## config.mk

```make
export PLATFORM = sky130hd
export DESIGN_NAME = pipe_stage_reg
export DESIGN_NICKNAME = d
export VERILOG_FILES = /design/src/rtl/pipe_stage_reg.sv
export SDC_FILE = /design/constraint.sdc
export NUM_CORES = 1
export LEC_CHECK = 0
export CORE_UTILIZATION = 45
export CTS_BUF_LIST = sky130_fd_sc_hd__clkbuf_4
export DETAILED_ROUTE_END_ITERATION = 16
export PLACE_DENSITY_LB_ADDON = 0.15
export SYNTH_ARGS = -nofsm -noshare
export SYNTH_HDL_FRONTEND = slang
export SYNTH_SLANG_ARGS = --single-unit
```

## constraint.sdc

```tcl
create_clock -name clk -period 1.9 [get_ports clk]
set_input_delay 0.38 -clock clk [delete_from_list [all_inputs] [get_ports clk]]
set_output_delay 0.38 -clock clk [all_outputs]
set_load 0.02 [all_outputs]
```

## src/rtl/pipe_stage_reg.sv

```systemverilog
// pipe_stage_reg: inter-stage pipeline register with a valid/ready handshake.
// Carries an opaque payload between CPU pipeline stages. It has two build modes:
//   SKID=0 : single register, in_ready is combinational on out_ready.
//   SKID=1 : main + skid register, in_ready comes straight from a flop.
// Flush turns the stage into a bubble (out_valid=0, out_data=0 acts as a NOP).
// Also tracks the delay-slot flag of the last accepted payload and counts
// back-pressure cycles with a saturating counter.
module pipe_stage_reg #(
   parameter int DATA_W = 160,
   parameter int SKID   = 1,
   parameter int CNT_W  = 16
) (
   input  logic              clk,
   input  logic              rst,
   input  logic              flush,
   input  logic              in_valid,
   output logic              in_ready,
   input  logic [DATA_W-1:0] in_data,
   input  logic              in_ds_next,
   output logic              out_valid,
   input  logic              out_ready,
   output logic [DATA_W-1:0] out_data,
   output logic              ds_o,
   output logic [CNT_W-1:0]  stall_cnt
);

   // Saturating increment for the back-pressure counter.
   function automatic logic [CNT_W-1:0] sat_inc(input logic [CNT_W-1:0] v);
      if (&v) begin
         return v;
      end
      return v + CNT_W'(1);
   endfunction

   logic              w_accept;
   logic              w_consume;
   logic              w_in_ready;
   logic              w_out_valid;
   logic [DATA_W-1:0] w_main;

   logic              r_ds;
   logic [CNT_W-1:0]  r_stall;

   // Flush wins over any upstream offer; a downstream consume still completes.
   assign w_accept  = in_valid & w_in_ready & ~flush;
   assign w_consume = w_out_valid & out_ready;

   if (SKID == 0) begin : g_single
      logic              r_valid;
      logic              r_init;
      logic [DATA_W-1:0] r_data;

      // Control: occupancy flag and the post-reset ready enable.
      always_ff @(posedge clk or negedge rst) begin
         if (!rst) begin
            r_valid <= 1'b0;
            r_init  <= 1'b0;
         end else begin
            r_init <= 1'b1;
            if (flush) begin
               r_valid <= 1'b0;
            end else if (w_accept) begin
               r_valid <= 1'b1;
            end else if (w_consume) begin
               r_valid <= 1'b0;
            end
         end
      end

      // Payload: load on accept, clear to a NOP on flush or drain.
      always_ff @(posedge clk) begin
         if (flush) begin
            r_data <= '0;
         end else if (w_accept) begin
            r_data <= in_data;
         end else if (w_consume) begin
            r_data <= '0;
         end
      end

      // r_init keeps in_ready low until the first edge after reset release.
      assign w_in_ready  = r_init & (~r_valid | out_ready);
      assign w_out_valid = r_valid;
      assign w_main      = r_data;
   end else begin : g_skid
      typedef enum logic [1:0] {
         ST_EMPTY = 2'd0,
         ST_ONE   = 2'd1,
         ST_TWO   = 2'd2
      } state_t;

      state_t            r_state;
      state_t            w_state_nxt;
      logic              r_rdy;
      logic [DATA_W-1:0] r_main;
      logic [DATA_W-1:0] r_skid;
      logic [DATA_W-1:0] w_main_nxt;
      logic [DATA_W-1:0] w_skid_nxt;

      // State register; in_ready is registered from the next state.
      always_ff @(posedge clk or negedge rst) begin
         if (!rst) begin
            r_state <= ST_EMPTY;
            r_rdy   <= 1'b0;
         end else begin
            r_state <= w_state_nxt;
            r_rdy   <= (w_state_nxt != ST_TWO);
         end
      end

      // Next state and register moves; skid always holds the younger entry.
      always_comb begin
         w_state_nxt = r_state;
         w_main_nxt  = r_main;
         w_skid_nxt  = r_skid;
         if (flush) begin
            w_state_nxt = ST_EMPTY;
            w_main_nxt  = '0;
            w_skid_nxt  = '0;
         end else begin
            case (r_state)
               ST_EMPTY: begin
                  if (w_accept) begin
                     w_state_nxt = ST_ONE;
                     w_main_nxt  = in_data;
                  end
               end
               ST_ONE: begin
                  if (w_accept && w_consume) begin
                     w_main_nxt = in_data;
                  end else if (w_accept) begin
                     w_state_nxt = ST_TWO;
                     w_skid_nxt  = in_data;
                  end else if (w_consume) begin
                     w_state_nxt = ST_EMPTY;
                     w_main_nxt  = '0;
                  end
               end
               ST_TWO: begin
                  // in_ready is low here, so only a drain can happen.
                  if (w_consume) begin
                     w_state_nxt = ST_ONE;
                     w_main_nxt  = r_skid;
                     w_skid_nxt  = '0;
                  end
               end
               default: begin
                  w_state_nxt = ST_EMPTY;
                  w_main_nxt  = '0;
                  w_skid_nxt  = '0;
               end
            endcase
         end
      end

      // Payload registers follow the combinational moves.
      always_ff @(posedge clk) begin
         r_main <= w_main_nxt;
         r_skid <= w_skid_nxt;
      end

      assign w_in_ready  = r_rdy;
      assign w_out_valid = (r_state != ST_EMPTY);
      assign w_main      = r_main;
   end

   // Delay-slot flag of the most recently accepted payload.
   always_ff @(posedge clk or negedge rst) begin
      if (!rst) begin
         r_ds <= 1'b0;
      end else if (flush) begin
         r_ds <= 1'b0;
      end else if (w_accept) begin
         r_ds <= in_ds_next;
      end
   end

   // Back-pressure counter; survives flush, cleared only by reset.
   always_ff @(posedge clk or negedge rst) begin
      if (!rst) begin
         r_stall <= '0;
      end else if (w_out_valid && !out_ready) begin
         r_stall <= sat_inc(r_stall);
      end
   end

   assign in_ready  = w_in_ready;
   assign out_valid = w_out_valid;
   // Gating keeps out_data at zero for bubbles, including during reset.
   assign out_data  = w_out_valid ? w_main : '0;
   assign ds_o      = r_ds;
   assign stall_cnt = r_stall;

endmodule

```

### Word-level counts from Yosys, hierarchy flattened

Cells that the tools add are included.

* add/subtract/negate cells: 1
* equal/unequal tests: 10
* muxes and demuxes: 21
* bitwise gates (word level): 5
* reductions and logical operators: 10

Operators with widths (number)
* 160-bit two-way mux: 7
* 160-bit one-hot mux with 3 select lines: 2
* 16-bit by 1-bit adder with 16-bit output (second input constant): 1
* 16-bit two-way mux: 1
* 16-bit AND reduction: 1
* 2-bit two-way mux: 6
* 2-bit != test (second input constant): 6
* 4-bit AND reduction: 2
* 3-bit != test (second input constant): 2
* 2-bit one-hot mux with 3 select lines: 1
* 1-bit two-way mux: 4
* 2-bit nonzero test: 2
* 1-bit bitwise AND: 3
* 2-bit by 1-bit == test with 1-bit output (second input constant): 1
* 2-bit == test (second input constant): 1
* 1-bit logical AND: 2
* 2-bit logical NOT: 1
* 1-bit inverter: 2
* 2-bit AND reduction: 1
* 1-bit logical NOT: 1

* register bits after elaboration: 340
* bits of input ports: 166
* output and inout port bits: 179
* word-level logic and storage cells: 53

### Logic depth before layout (Yosys ltp)

Gate-level depths: netlist (run 1).

* depth after elaboration: 8
* depth in mapped cells: 8
* gate-level depth less buffers: 5

### Worst setup path before layout (run 1)

OpenSTA, ideal clock, no wires.

* kind: reg-to-reg
* start point: register r_stall[0] (netlist: stall_cnt[0])
* end point: register r_stall[8] (netlist: stall_cnt[8])
* setup time: 119 ps
* arrival time: 1690 ps
* required time: 1781 ps
* slack: 91 ps
* stages on the path, launching flop included: 6
* period minus slack after synthesis: 1809 ps
* cell sequence: dfrtp_1 -> ha_1 -> or4b_1 -> buf_2 -> a211o_1 -> o21a_1

* longest elaborated chain between the ends: 5
* elaborated cells on any way between the ends: 7
* classes of those cells: add/sub: 1; eq/ne: 1; mux: 3; reduce/logical: 2

RTL lines
* from (decl): RTL line 42 `logic [CNT_W-1:0] r_stall;`
* from (signal assigned): RTL line 183 `r_stall <= sat_inc(r_stall);`
* parallel branches: the longest is 5 deep, another holds 16-bit by 1-bit adder with 16-bit output

Parallel ways; which one is timed is not known. The select of a mux whose other input is x is not followed.
A chain may end at the register's enable or synchronous reset.

### Final worst setup path (run 1)

* start point: register g_skid.r_state[1]
* end point: output out_data[113]

* longest elaborated chain between the ends: 2

RTL lines
* from (decl): RTL line 92 `state_t r_state;`
* from (signal assigned): RTL line 106 `r_state <= w_state_nxt;`
* 2-bit nonzero test: RTL line 163 `assign w_out_valid = (r_state != ST_EMPTY);`
* 160-bit two-way mux: RTL line 190 `assign out_data = w_out_valid ? w_main : '0;`
* to (decl): RTL line 22 `output logic [DATA_W-1:0] out_data,`

No other way between the ends.

==> impl_summary.log, run 1 <==
INFO  metric outcome = finished, violations left
INFO  metric failed_checks = setup timing
INFO  metric final_util = 0.681
INFO  metric initial_antenna_violation_count = 3
INFO  metric critical_path_class = flop to primary output
INFO  metric skew_final = 0.0560 ns
INFO  metric postSynthAreaPerCell = 9.86 sq um
INFO  metric synth.net_count = 1535
INFO  metric asyncSetResetFlopFracSynth = 0.0588
INFO  metric min-delay-path-class = primary input to async pin
INFO  metric syn2layout_area_growth = 49.2%
INFO  metric timing.final.setup_violations = 161
INFO  metric slowest_stage = dfrtp_1
INFO  metric cts.htree.levels = 3
INFO  metric design_power_total = 0.0171 W
INFO  metric post_drt_wl_per_cell = 19.9 um
INFO  metric postLayoutSetupSlackWorst = -0.543 ns
INFO  metric layout-drive-gt1-share = 0.292
INFO  metric globalRouteTotalUtil = 0.278
INFO  metric yosysWarningCount = 0
INFO  metric dieArea = 0.0307 sq mm
INFO  metric total_leakage_power = 8.25 nW
INFO  metric synth_cell_type_count = 40
INFO  metric slew_viol_final = 0
INFO  metric placed_cells_incl_taps = 2068
INFO  metric syn_std_cell_area = 0.0135 sq mm
INFO  metric ys_seq_elements = 340
INFO  metric dieWidth = 175 um
INFO  metric vias_per_cell = 5.88
INFO  metric timing.critical_path.cells = nor2_4 > clkinv_4 > buf_12 > buf_16 > buf_12 > and2_4 > buf_6
INFO  metric min_period = 2.44 ns
INFO  metric gp_congestion = 0.842
INFO  metric grt_max_degree = 104
INFO  metric dr.max_layer_used = met4
INFO  metric powerDensity = 847 mW/mm^2
INFO  metric timing.critical_path.slowest_cell_delay = 0.41 ns
INFO  metric postSynth.topFlopCell = dfxtp_1
INFO  metric drtIter0Drc = 1534
INFO  metric grt_pass1_wl = 69300 um
INFO  metric max-clock-path-buffers = 3
INFO  metric antenna_violating_nets_post_route = 0
INFO  metric stdcell_count = 2253
INFO  metric worst_path_dominant_cell_family = buffers and inverters
INFO  metric number_of_global_route_vias_before_repair = 13100
INFO  metric rsz_0062_raised_after_global_routing = yes
INFO  metric worst-path-stages = 7
INFO  metric worst_pin_slew = 0.744 ns
INFO  metric worst_path_most_repeated_cell = buf_12
INFO  metric cp_num_buf_inv = 5
INFO  metric p_seq_frac = 0.451
INFO  metric core = 0.0296 sq mm
INFO  metric cts_made_buffers = 92
INFO  metric clk_pin_slew_worst_paths = 0.06 ns
INFO  metric crit_arrival = 2.06 ns
INFO  metric crit_fanout = 6
INFO  metric synth_seq_area_share = 0.512
INFO  metric drt-met1-wl = 18200 um
INFO  metric buffer_ports.inserted = 344
INFO  metric cts-root-buf = clkbuf_4
INFO  metric met3WireLength = 4200 um
INFO  metric dp.final_hpwl = 27000 um
INFO  metric io-pin-count = 345
INFO  metric vdd.ir_drop.worst = 0.000492 V
INFO  metric fmax = 409 MHz
INFO  metric critical_path.endpoint_type = primary output
INFO  metric drc_errors = 0
INFO  metric vias = 13300
INFO  metric startpoint_type = flop
INFO  metric number_of_enable_flip_flop_cells_after_synthesis = 0
INFO  metric required = 1.52 ns
INFO  metric headroom_to_the_max_slew_limit = 0.504
INFO  metric initial_utilization = 0.456
INFO  metric number_of_max_capacitance_violations_reported = 0
INFO  metric clock_sink_count = 340
INFO  metric layout.nets = 1960
INFO  metric cts_tree = built
INFO  metric fp.dieH = 175 um
INFO  metric std_cell_rows = 63
INFO  metric sw_frac_of_total = 0.276
INFO  metric clk_latency = 0.70 ns
INFO  metric p_clk_frac = 0.379
INFO  metric globalRouteOverflowTotal = 0
INFO  metric r2r_cells = 5
INFO  metric detailedRoute.firstPassIterationCount = 6
INFO  metric pwr-share-comb = 0.171
INFO  metric synthCells = 1368
INFO  metric totalWireLength = 44800 um
INFO  metric met2WireLength = 20800 um
INFO  metric net_switching_power_of_the_design = 0.00470 W
INFO  metric cell_internal_pwr = 0.0123 W
INFO  metric period_share = 1.29
INFO  metric final-hold-violation-count = 0
INFO  metric place_ws = -0.307 ns
per-stage QoR:
step	hold WS, ns	TNS, ns	instance area (sq um)
2_1_floorplan	0.0844	0	13500
6_report	0.0597	-73.30	20100
5_1_grt	0.0263	-92.02	20100
3_3_place_gp	0.447	-117.87	18400
3_5_place_dp	0.453	-112.12	18400
4_1_cts	0.00463	-90.71	19500
cells in the final DEF (no fill, tap or decap), types with 3 or more instances in the layout:
| cell | count |
|---|---|
| dfxtp_1 | 320 |
| nand2_1 | 167 |
| a21oi_1 | 164 |
| clkdlybuf4s50_1 | 164 |
| a222oi_1 | 160 |
| a22o_1 | 160 |
| clkbuf_4 | 130 |
| buf_6 | 99 |
| and2_4 | 96 |
| and2_1 | 64 |
| buf_4 | 62 |
| buf_12 | 59 |
| buf_2 | 57 |
| clkinv_1 | 22 |
| dfrtp_1 | 20 |
| dlymetal6s2s_1 | 18 |
| xor2_1 | 11 |
| buf_16 | 8 |
| nor2_1 | 7 |
| nand3_1 | 6 |
| nand4_1 | 5 |
| nor4_1 | 5 |
| clkbuf_16 | 5 |
| diode_2 | 4 |
| inv_1 | 4 |
| nor3_1 | 4 |
| clkinv_2 | 4 |
| nor2_4 | 3 |
| o21ai_0 | 3 |
synthesized netlist by cell type, drive strengths merged, types with 2 or more instances:
cell type | count | area, sq um
nor4 | 8 | 77.6
and2 | 160 | 1000
a211o | 2 | 17.5
inv | 5 | 18.8
xor2 | 11 | 96.3
a22o | 160 | 1400
nand2b | 3 | 26.3
or2 | 2 | 12.5
dfrtp | 20 | 500
dfxtp | 320 | 6410
a21oi | 165 | 826
nand2 | 167 | 627
buf | 52 | 257
nand4 | 5 | 31.3
nor2 | 10 | 40.0
clkbuf | 92 | 347
a222oi | 160 | 1600
o21ai | 3 | 15.0
nand3 | 6 | 30.0
nor3 | 4 | 20.0
final cells by class:
cell class | count | area (sq um)
clock buffers | 130 | 976
well taps | 390 | 488
inverters | 5 | 45.0
fillers | 2317 | 9430
repair inverters | 2 | 20.0
flip-flops and latches | 340 | 6910
clock inverters | 30 | 174
repair buffers | 473 | 5270
diodes | 4 | 10.0
multi-input cells | 879 | 6230
power groups by stage:
stage / registers (W) / logic [W] / clock network, W
5_1_grt: 0.00772 / 0.00308 / 0.00700
6_report: 0.00768 / 0.00291 / 0.00646
3_5_place_dp: 0.00782 / 0.00258 / 0
2_1_floorplan: 0.00787 / 0.00102 / 0
3_3_place_gp: 0.00781 / 0.00255 / 0
4_1_cts: 0.00767 / 0.00278 / 0.00661
final timing paths:
path,start,to,slack (ns)
max,g_skid.r_state[1]$_DFF_PN0_,out_data[113],-0.54
min,rst,stall_cnt[7]$_DFFE_PN0P_,0.06
max reg2reg,g_skid.r_state[1]$_DFF_PN0_,stall_cnt[9]$_DFFE_PN0P_,0.10
min reg2reg,g_skid.r_main[72]$_SDFFE_PP0P_,g_skid.r_main[72]$_SDFFE_PP0P_,0.46
max in group asynchronous,rst,stall_cnt[12]$_DFFE_PN0P_,1.60
min in group clk,flush,g_skid.r_main[109]$_SDFFE_PP0P_,0.27
layer usage:
metal / up-vias / global-route usage
met2: 628 / 0.442
met5: - / 0
li1: 6131 / -
met4: 0 / 0.126
met1: 6387 / 0.346
met3: 112 / 0.0838
sequential cells by signal, indices dropped and copies added, names as in the netlist:
name and count:
g_skid.r_skid 160, stall_cnt 16, in_ready 1, ds_o 1, g_skid.r_state 2, g_skid.r_main 160
cell families (layout without fill, tap and decap cells):
logic type      Yosys count  after routing  synth area share
compound gates          494            494             0.289
simple gates            371            371             0.143
flops                   340            340             0.512
buf+inv                 149            640            0.0461
xor+xnor                 12             12           0.00779
fa+ha+maj                 1              1          0.000927
mux                       1              1          0.000835
other cells               0              4                 0
repair_timing:
action | CTS | global route
gates resized for setup | 799 | 174
buffers inserted | 7 | 1
hold buffers | 0 | 0
pin swaps | 28 | 17
endpoints found under the hold margin | 0 | 0
cloned | 7 | 6
setup endpoints to repair | 179 | 180
No activity file was read; power rests on OpenSTA's default activity.
==> run 2, diff against run 1 <==
==> constraint.sdc (replaced) <==
create_clock -name clk -period 1.9 [get_ports clk]
set_input_delay 0.475 -clock clk [delete_from_list [all_inputs] [get_ports clk]]
set_output_delay 0.475 -clock clk [all_outputs]
set_load 0.02 [all_outputs]
==> run 2 against run 1 <==
The run still ends with setup timing left. Count of clock-buffer cells in the layout shrank 4. Cell area fell by 6.2%. Hold slack better by 0.0068 ns. Highest routed layer is now met5. Largest power group unchanged.
==> impl_summary.log, run 2 (synthesis results as in run 1) <==
INFO  metric outcome = finished, violations left
INFO  metric failed_checks = setup timing
INFO  metric antenna_violating_nets_post_route = 0 (unchanged)
INFO  metric p_seq_frac = 0.469 (+0.018)
INFO  metric cts_made_buffers = 87 (-5.4%)
INFO  metric fmax = 398 MHz (-2.7%)
INFO  metric vias = 13000 (-1.9%)
INFO  metric rsz_0062_raised_after_global_routing = yes
INFO  metric design_power_total = 0.0164 W (-4.1%)
INFO  metric vias_per_cell = 5.86 (-0.44%)
INFO  metric grt_pass1_wl = 67000 um (-3.3%)
INFO  metric slew_viol_final = 0 (unchanged)
INFO  metric r2r_cells = 7 (+2)
INFO  metric number_of_max_capacitance_violations_reported = 0 (unchanged)
INFO  metric totalWireLength = 42900 um (-4.1%)
INFO  metric drc_errors = 0 (unchanged)
INFO  metric cts.htree.levels = 3 (unchanged)
INFO  metric n_fill_cell = 2494 (+7.6%)
INFO  metric worst_r2r_endpoint = stall_cnt[15]$_DFFE_PN0P_
INFO  metric powerDensity = 866 mW/mm^2 (+2.2%)
INFO  metric startpoint_type = flop
INFO  metric clock_sink_count = 340 (unchanged)
INFO  metric skew_final = 0.0507 ns (-0.00538 ns)
INFO  metric pwr-share-comb = 0.160 (-0.011)
INFO  metric layout-drive-gt1-share = 0.237 (-0.0555)
INFO  metric min-delay-path-class = primary input to flop
INFO  metric crit_arrival = 2.04 ns (-0.02 ns)
INFO  metric required = 1.42 ns (-0.10 ns)
INFO  metric drtIter0Drc = 1397 (-8.9%)
INFO  metric number_of_global_route_vias_before_repair = 12800 (-2.1%)
INFO  metric gp_congestion = 0.854 (+1.4%)
INFO  metric p_clk_frac = 0.371 (-0.008)
INFO  metric initial_utilization = 0.456 (unchanged)
INFO  metric total_leakage_power = 7.58 nW (-8.1%)
INFO  metric globalRouteOverflowTotal = 0 (unchanged)
INFO  metric core = 0.0296 sq mm (unchanged)
INFO  metric post_drt_wl_per_cell = 19.4 um (-2.6%)
INFO  metric period_share = 1.32 (+0.0358)
INFO  metric buffer_ports.inserted = 344 (unchanged)
INFO  metric timing.final.setup_violations = 190 (+18%)
INFO  metric hold_path_end = g_skid.r_state[0]$_DFF_PN0_
INFO  metric net_switching_power_of_the_design = 0.00447 W (-5.1%)
INFO  metric clk_latency = 0.71 ns (about the same)
INFO  metric timing.critical_path.slowest_cell_delay = 0.41 ns (about the same)
INFO  metric syn2layout_area_growth = 40.0%
INFO  metric cts-root-buf = clkbuf_4
INFO  metric final_util = 0.639 (-0.0419)
INFO  metric grt_max_degree = 78 (-25%)
INFO  metric timing.critical_path.cells = nor2_4 > clkinv_4 > clkbuf_16 > and2_1 > clkdlybuf4s15_2
INFO  metric sw_frac_of_total = 0.273 (-0.00289)
INFO  metric io-pin-count = 345 (unchanged)
INFO  metric slowest_stage = dfrtp_1
INFO  metric postLayoutSetupSlackWorst = -0.611 ns (-0.0680 ns)
INFO  metric holdCritStartpoint = flush
INFO  metric clk_pin_slew_worst_paths = 0.06 ns (about the same)
INFO  metric std_cell_rows = 63 (unchanged)
INFO  metric cts_tree = built
INFO  metric layout.cells.most_common = dfxtp_1
INFO  metric cell_depth_of_the_worst_min_delay_path = 2
INFO  metric min_period = 2.51 ns (+0.0680 ns)
INFO  metric cell_internal_pwr = 0.0119 W (-3.7%)
INFO  metric regToRegStartpoint = g_skid.r_state[1]$_DFF_PN0_
INFO  metric final-hold-violation-count = 0 (unchanged)
INFO  metric max-clock-path-buffers = 3 (unchanged)
INFO  metric dieWidth = 175 um (unchanged)
INFO  metric detailedRoute.firstPassIterationCount = 9 (+3)
INFO  metric initial_antenna_violation_count = 4 (+1)
INFO  metric globalRouteTotalUtil = 0.267 (-0.0109)
INFO  metric crit_fanout = 31 (+25)
INFO  metric placedInstanceArea = 0.0184 sq mm (+0.12%)
INFO  metric dp.final_hpwl = 27300 um (+1.3%)
INFO  metric fp.dieH = 175 um (unchanged)
INFO  metric worst_pin_slew = 0.958 ns (+0.213 ns)
INFO  metric most-common-layout-cells = dfxtp_1, clkdlybuf4s50_1, nand2_1
INFO  metric final_cell_area = 0.0189 sq mm (-6.2%)
INFO  metric critical_path.endpoint_type = primary output
INFO  metric vdd.ir_drop.worst = 0.000561 V (+14%)
INFO  metric setup.reg_to_reg.worst_slack = -0.13 ns (-0.23 ns)
INFO  metric headroom_to_the_max_slew_limit = 0.361 (-0.142)
INFO  metric critical_path_class = flop to primary output
INFO  metric dieArea = 0.0307 sq mm (unchanged)
INFO  metric layout.nets = 1940 (-1.0%)
-- run 2: how the worst max path moves through the flow --
stage	from	end	slack, ns	cells past startpoint
after global routing	g_skid.r_state[1]$_DFF_PN0_	out_data[57]	-0.73	5
after global placement	in_valid	g_skid.r_skid[142]$_SDFFE_PP0P_	-0.38	7
after floorplan	g_skid.r_state[1]$_DFF_PN0_	out_data[100]	0.02	6
after CTS	g_skid.r_state[0]$_DFF_PN0_	out_data[18]	-0.71	5
final	g_skid.r_state[1]$_DFF_PN0_	out_data[52]	-0.61	5
after detailed placement	in_valid	g_skid.r_skid[90]$_SDFFE_PP0P_	-0.40	7
-- run 2: layout make-up --
cell class / instances / area [sq um] / share of cell area
repair buffers: 460 / 4410 / 0.233
well taps: 390 / 488 / 0.0258
clock buffers: 126 / 946 / 0.0501
clock inverters: 16 / 100 / 0.00530
diodes: 3 / 7.51 / 0.000397
multi-input cells: 879 / 6010 / 0.318
flip-flops and latches: 340 / 6910 / 0.366
inverters: 5 / 23.8 / 0.00126
-- run 2: power by group through the flow --
stage	combinational [W]	clock (W)	sequential, W
2_1_floorplan	0.00102	0	0.00787
3_3_place_gp	0.00260	0	0.00781
3_5_place_dp	0.00264	0	0.00782
4_1_cts	0.00260	0.00623	0.00767
5_1_grt	0.00280	0.00659	0.00771
6_report	0.00262	0.00607	0.00767
-- run 2: routing by layer --
| layer | routed length, um | share of wire | vias to the layer above | GRT usage |
|---|---|---|---|---|
| li1 | - | - | 6059 | - |
| met5 | 12 | 0.00028 | - | 0 |
| met1 | 17700 | 0.41 | 6274 | 0.342 |
| met3 | 3800 | 0.088 | 80 | 0.0738 |
| met2 | 20300 | 0.47 | 585 | 0.420 |
| met4 | 1110 | 0.026 | 2 | 0.119 |
-- run 2: what timing repair did --
item	in CTS	in global routing
setup endpoints to repair	179	189
hold buffers	0	0
setup buffers	1	1
gates cloned	0	1
gates resized for setup	493	146
pin swaps	1	6
-- run 2: critical path: cells and delay by family (launching register included) --
| kind | cells | cell delay, ns |
|---|---|---|
| buffers and inverters | 3 | 0.63 |
| DFF | 1 | 0.41 |
| and+or+nand+nor | 2 | 0.33 |
-- run 2: stage by stage --
stage / hold slack (ns) / setup TNS, ns / setup WS, ns / instances
after global placement: 0.446 / -147.33 / -0.382 / 2071
after CTS: 0.00628 / -106.66 / -0.710 / 2214
final: 0.0666 / -87.85 / -0.611 / 2219
after floorplan: 0.179 / 0 / 0.0214 / 1368
after global routing: 0.0291 / -110.68 / -0.729 / 2219
after detailed placement: 0.454 / -156.77 / -0.399 / 2071
